**src/rtl/mem_write_capture.sv**
```systemverilog
// mem_write_capture: snoops core data-memory writes, captures in-window writes into a FIFO
// drained over valid/ready, and flags sticky done/overflow with a saturating drop counter.
module mem_write_capture #(
    parameter logic [31:0] ADDR_BASE = 32'd96,
    parameter logic [31:0] ADDR_SPAN = 32'd16,
    parameter logic [31:0] DONE_ADDR = 32'd100,
    parameter logic [31:0] DONE_DATA = 32'd7,
    parameter int          DEPTH     = 8
) (
    input  logic                     clk,
    input  logic                     reset,
    input  logic                     MemWrite,
    input  logic [31:0]              DataAdr,
    input  logic [31:0]              WriteData,
    output logic                     rd_valid,
    input  logic                     rd_ready,
    output logic [31:0]              rd_addr,
    output logic [31:0]              rd_data,
    output logic [$clog2(DEPTH):0]   count,
    output logic                     done,
    output logic                     overflow,
    output logic [7:0]               drop_count
);
    localparam int AW = $clog2(DEPTH);
    logic [31:0] mem_addr [DEPTH];
    logic [31:0] mem_data [DEPTH];
    logic [AW:0] wr_ptr, rd_ptr;
    logic hit, pop, full, push, drop, done_hit;
    always_comb begin
        // 33-bit compare keeps the window end from wrapping
        hit      = MemWrite && (DataAdr >= ADDR_BASE) &&
                   ({1'b0, DataAdr} < ({1'b0, ADDR_BASE} + {1'b0, ADDR_SPAN}));
        count    = wr_ptr - rd_ptr;
        rd_valid = count != '0;
        full     = count == (AW+1)'(DEPTH);
        pop      = rd_valid && rd_ready;
        push     = hit && !done && (!full || pop);
        drop     = hit && !done && full && !pop;
        done_hit = MemWrite && (DataAdr == DONE_ADDR) && (WriteData == DONE_DATA);
        rd_addr  = rd_valid ? mem_addr[rd_ptr[AW-1:0]] : '0;
        rd_data  = rd_valid ? mem_data[rd_ptr[AW-1:0]] : '0;
    end
    always_ff @(posedge clk or negedge reset) begin
        if (!reset) begin
            wr_ptr     <= '0;
            rd_ptr     <= '0;
            done       <= 1'b0;
            overflow   <= 1'b0;
            drop_count <= '0;
        end else begin
            if (push) wr_ptr <= wr_ptr + 1'b1;
            if (pop) rd_ptr <= rd_ptr + 1'b1;
            if (done_hit) done <= 1'b1;
            if (drop) overflow <= 1'b1;
            if (drop && drop_count != 8'hff) drop_count <= drop_count + 8'd1;
        end
    end
    always_ff @(posedge clk) begin
        if (push) begin
            mem_addr[wr_ptr[AW-1:0]] <= DataAdr;
            mem_data[wr_ptr[AW-1:0]] <= WriteData;
        end
    end
endmodule

```
**config.mk**
```make
export PLATFORM = sky130hd
export DESIGN_NAME = mem_write_capture
export DESIGN_NICKNAME = d
export VERILOG_FILES = /design/src/rtl/mem_write_capture.sv
export SDC_FILE = /design/constraint.sdc
export NUM_CORES = 1
export LEC_CHECK = 0
export BUFFER_PORTS_ARGS = -buffer_cell sky130_fd_sc_hd__buf_2
export CORE_ASPECT_RATIO = 0.8
export CORE_MARGIN = 2
export CORE_UTILIZATION = 60
export CTS_CLUSTER_DIAMETER = 80
export DETAILED_ROUTE_END_ITERATION = 8
export GPL_TIMING_DRIVEN = 0
export PLACE_DENSITY = 0.85
export SLEW_MARGIN = 40
export SYNTH_ARGS = -nofsm -noshare
export SYNTH_HDL_FRONTEND = slang
export SYNTH_SLANG_ARGS = --single-unit
```
**constraint.sdc**
```tcl
create_clock -name clk -period 18.45 [get_ports clk]
set_input_delay 1.845 -clock clk [delete_from_list [all_inputs] [get_ports clk]]
set_output_delay 1.845 -clock clk [all_outputs]
set_load 0.01 [all_outputs]
```
### Yosys cells after proc, flatten, opt, wreduce, memory -nomap -nowiden

Memory sizes are Yosys's and may differ from the RTL's.
Cells that the tools add are included.

* memories: 2
* flip-flop bits (word level): 18
* bits in writable memories: 512
* output and inout bits: 79

Memory list
* mem_addr: words 8, width 32, read ports 1, clocked after Yosys merged registers in 0, wr ports 1, line 25 `logic [31:0] mem_addr [DEPTH];`
* mem_data: words 8, width 32, read ports 1, clocked after Yosys merged registers in 0, wr ports 1, line 26 `logic [31:0] mem_data [DEPTH];`

* equality and inequality tests: 4
* mux-type cells: 4
* magnitude comparators: 2
* reductions and logical operators: 15
* add/subtract/negate cells: 4

Operators with widths (number)
* $mux 32: 2
* $eq 32x3->1 const B: 1
* $eq 32x7->1 const B: 1
* $ge 32x7->1 const B: 1
* $lt 32x7->1 const B: 1
* $logic_and 1x1->1: 10
* $add 4x1->4 const B: 2
* $add 8x1->8 const B: 1
* $ne 8x8->1 const B: 1
* $eq 4x4->1 const B: 1
* $reduce_bool 4->1: 1
* $sub 4x4->4: 1
* $logic_not 1->1: 3
* $mux 1: 2
* $logic_or 1x1->1: 1

### Longest topological paths before layout

* word-level depth: 7
* mapped depth: 11
* depth with buffers taken out: 10

### Least setup slack after synthesis

Ideal clock, no wire load.

* kind: input to register
* start: in DataAdr[22]
* end: mem mem_addr[1][0] (enable)
* arrival: 7162 ps
* slack: 10724 ps
* cell stages on the path: 6
* cells stage by stage: nor4_1 nand4_1 nor2_1 buf_4 nand3b_1 nor3_1

* word-level cells in the longest chain between the ends: 7
* elaborated cells on any way between the ends: 8

RTL lines
* start: declaration: line 13 `input logic [31:0] DataAdr,`
* $ge 32x7->1: line 31 `hit = MemWrite && (DataAdr >= ADDR_BASE) &&`
* $logic_and 1x1->1: line 31
* $logic_and 1x1->1 *: line 31
* $logic_and 1x1->1 * (2 in a row): line 37 `push = hit && !done && (!full || pop);`
* $mux 1 *: line 59 `if (push) begin`
* $mux 1 (not written as such) *: line 60 `mem_addr[wr_ptr[AW-1:0]] <= DataAdr;`
* end: declaration: line 25

Every way passes the cells marked *; elsewhere a longest branch is shown, timed or not.

### Worst setup path in the final report

* start: reg rd_ptr[1]
* end: out rd_addr[25]

* word-level cells in the longest chain between the ends: 3
* elaborated cells on any way between the ends: 4

RTL lines
* start: declaration: line 27 `logic [AW:0] wr_ptr, rd_ptr;`
* start signal: assignment: line 52 `if (pop) rd_ptr <= rd_ptr + 1'b1;`
* $sub 4x4->4: line 33 `count = wr_ptr - rd_ptr;`
* $reduce_bool 4->1: line 34 `rd_valid = count != '0;`
* $mux 32 *: line 40 `rd_addr = rd_valid ? mem_addr[rd_ptr[AW-1:0]] : '0;`
* end: declaration: line 17 `output logic [31:0] rd_addr,`

Marked as above.

==> flow_summary.yaml <==
synth:
  synthAdderAreaFrac: 0.00463
  synth.area.mux_share: 0.143
  synth.distinct_cells: 41
  synth_compound_area_frac: 0.0181
  avgSynthCellArea_sq_um: 20.4
  synth_seq_cells: 530
  synth_warnings: 0
  yosysSeqAreaShare: 0.771
  synth.net_count: 1083
  synth_top_family_by_area: "multiplexers"
  syn_inst: 1008
  synth_xor_xnor_area_share: 0.00598
  synthSimpleGateAreaFrac: 0.0452
  syn_area_sq_mm: 0.0205
clocking:
  post-cts-setup-buffers: 0
  cts_root_buffer: "clkbuf_16"
  cts.repair.resized: 0
  clk_latency_ns: 0.57
  h-tree-depth: 2
  cts_buffers: 48
  clock-sinks: 530
  cts_buffer_depth: 3
  cts_tree: "built"
  clk_pin_slew_ns: 0.06
  postCtsHoldBufs: 0
setup_path:
  required_ns: 16.60
  worstSetupPathType: "flip-flop to output port"
  arrival_ns: 4.65
  startpoint_type: "flip-flop"
  cp-end-kind: "output port"
  rrSetupSlack_ns: 13.41
  critPathMaxFanout: 10
placed_design:
  hpwl_mm: 30.0
  io_buffers: 146
  gp_congestion: 0.762
pwr:
  combPwrFrac: 0.011
  p_clk_frac: 0.424
  p_seq_frac: 0.565
  power_density_mw_per_mm2: 96.4
  swShare: 0.187
  p_int_mw: 1.90
  ir_drop_mv: 0.0723
  p_leak_nw: 8.13
  power.net_switching_mw: 0.436
timing:
  min_period_ns: 6.50
  setup-tns-final_ns: 0
  setup_viol: 0
  rsz0062_at_grt: "no"
  worst_slew_margin_rel: 0.455
  hold_viol_final: 0
  report.final.slew_viol_count: 0
  max_clock_freq_ghz: 0.154
  post-route-period-util: 0.352
  finClkSkew_ns: 0.0224
  worstMarginPinSlew_ns: 0.813
cells_and_area:
  post-route-util: 0.720
  final_common_cell: "edfxtp_1"
  num-fill-cells: 1957
  drive_above_1_share: 0.331
  area_delta_synth_final_pct: 18.0
  register_area_sq_mm: 0.0158
  final_cell_mix: "edfxtp_1 (512), buf_2 (172), nand2_1 (132)"
  multi_input_area_sq_mm: 0.00450
  fin_nets: 1322
outcome:
  outcome: "completed"
global_route:
  grt_pass1_vias: 11200
  grt_use_met2: 0.462
  met1_usage: 0.360
  gr-usage-met3: 0.0531
  gr-total-overflow: 0
  grt.total_usage: 0.272
  grt_pass1_wl_mm: 69.5
  antenna_found_initial: 9
  grt_max_degree: 19
  top_usage_layer: "met2"
floorplanning:
  row_count: 60
  die_h_microns: 169
  die_area_sq_mm: 0.0357
  core_sq_mm: 0.0336
  initial_core_util: 0.610
  die_w_microns: 211
  num_io_pins: 147
detailed_routing:
  post-route-drc-count: 0
  drtPass1Iterations: 5
  routedWlPerCell_microns: 27.5
  wirelength_mm: 47.3
  via_per_inst: 6.31
  drt_first_iter_violations: 1230
  antenna_left: 0
  vias: 10900
hold_path:
  min_path_type: "flip-flop to flip-flop"
job:
  drv_cap: 0
per-stage QoR:
step                instance area [sq um]  hold WS [ns]  total power, mW  worst slack (ns)  cells
floorplan                           20500         0.460             1.35             10.72   1008
global placement                    21800         0.444             1.37              6.54   1588
detailed placement                  22600         0.450             1.37             12.61   1631
CTS                                 24200         0.464             2.34             11.96   1713
global route                        24200         0.491             2.39             11.77   1718
finish                              24200         0.459             2.33             11.95   1720
layout make-up:
class,instances,share of cell area
tap,434,0.0224
buffer,52,0.00941
antenna,7,0.000724
clock buffer,57,0.0528
clock inverter,25,0.0112
multi-input combinational,420,0.186
timing repair buffer,189,0.0629
sequential,530,0.654
inverter,6,0.000930
cells in the mapped netlist:
| master | instances | area, sq um |
|---|---|---|
| a2111o_1 | 1 | 11.3 |
| nand2b_2 | 1 | 8.76 |
| mux4_2 | 128 | 2880 |
| edfxtp_1 | 512 | 15400 |
| nor4_4 | 1 | 21.3 |
| a21oi_1 | 65 | 325 |
| mux2_2 | 2 | 22.5 |
| ha_1 | 6 | 75.1 |
| clkbuf_1 | 21 | 78.8 |
| fa_1 | 1 | 20.0 |
| inv_1 | 6 | 22.5 |
| buf_4 | 1 | 7.51 |
| o21ba_2 | 1 | 10.0 |
| a21o_1 | 1 | 7.51 |
| nor4b_1 | 3 | 26.3 |
| and3_1 | 4 | 25.0 |
| and3_2 | 1 | 7.51 |
| and3b_1 | 1 | 8.76 |
| buf_1 | 8 | 30.0 |
| or4_4 | 1 | 11.3 |
| nand3_2 | 1 | 10.0 |
| nor4_1 | 12 | 75.1 |
| nand2b_1 | 3 | 18.8 |
| nand3b_1 | 3 | 22.5 |
| a21oi_2 | 1 | 8.76 |
| xnor2_1 | 10 | 87.6 |
| nand4_1 | 7 | 43.8 |
| a21o_2 | 1 | 8.76 |
| nor3_1 | 3 | 15.0 |
| nand3_1 | 7 | 35.0 |
| nor2_1 | 11 | 41.3 |
| dfrtp_1 | 18 | 450 |
| and4_1 | 2 | 17.5 |
| xor2_1 | 4 | 35.0 |
| nand2_1 | 132 | 495 |
| nor3_2 | 1 | 10.0 |
| nor4bb_1 | 1 | 10.0 |
| buf_2 | 22 | 110 |
| nor4_2 | 1 | 12.5 |
| mux2_1 | 2 | 22.5 |
| or3_4 | 1 | 11.3 |
state kept, by name, indices dropped and copies added (netlist names):
signal	count
mem_addr	256
mem_data	256
drop_count	8
rd_ptr	4
wr_ptr	4
done	1
overflow	1
logic make-up (layout without fill, tap and decap cells):
family	after synthesis	after routing
AOI/OAI and AO/OA	70	70
xor gates and xnor gates	14	14
adders and majority gates	7	7
buffers and inverters	58	329
DFF	530	530
muxes	132	132
other	0	7
and+or+nand+nor	197	197
per-layer routing:
layer  wire, microns  up-vias
met5              40        -
met4            1260        6
met3            3590      100
met2           24700      585
met1           17700     5580
li1                -     4584
final timing paths:
check | start | endpoint | cells after the start
max reg2reg | rd_ptr[1] | mem_data[1][16] | 14
max in group asynchronous | reset | wr_ptr[0] | 1
min reg2reg | overflow | overflow | 1
min in group asynchronous | reset | drop_count[1] | 1
max | rd_ptr[1] | rd_addr[25] | 11
min | overflow | overflow | 1
worst max-delay path: stages, from the launching register on:
cell      delay (ns)
dfrtp_1         0.35
clkbuf_1        0.30
buf_2           0.37
buf_1           0.58
inv_1           0.19
fa_1            0.56
or3_4           0.43
o21ba_2         0.28
buf_2           0.32
buf_2           0.36
a21oi_1         0.16
buf_2           0.17
power by group through the flow:
| stage | Clock [mW] | Combinational [mW] | Sequential, mW |
|---|---|---|---|
| 6_report | 0.991 | 0.0256 | 1.32 |
| 2_1_floorplan | 0 | 0.000985 | 1.34 |
| 3_5_place_dp | 0 | 0.0250 | 1.34 |
| 4_1_cts | 0.999 | 0.0252 | 1.32 |
| 3_3_place_gp | 0 | 0.0225 | 1.34 |
| 5_1_grt | 1.05 | 0.0283 | 1.32 |
(Power assumes the default switching activity.)
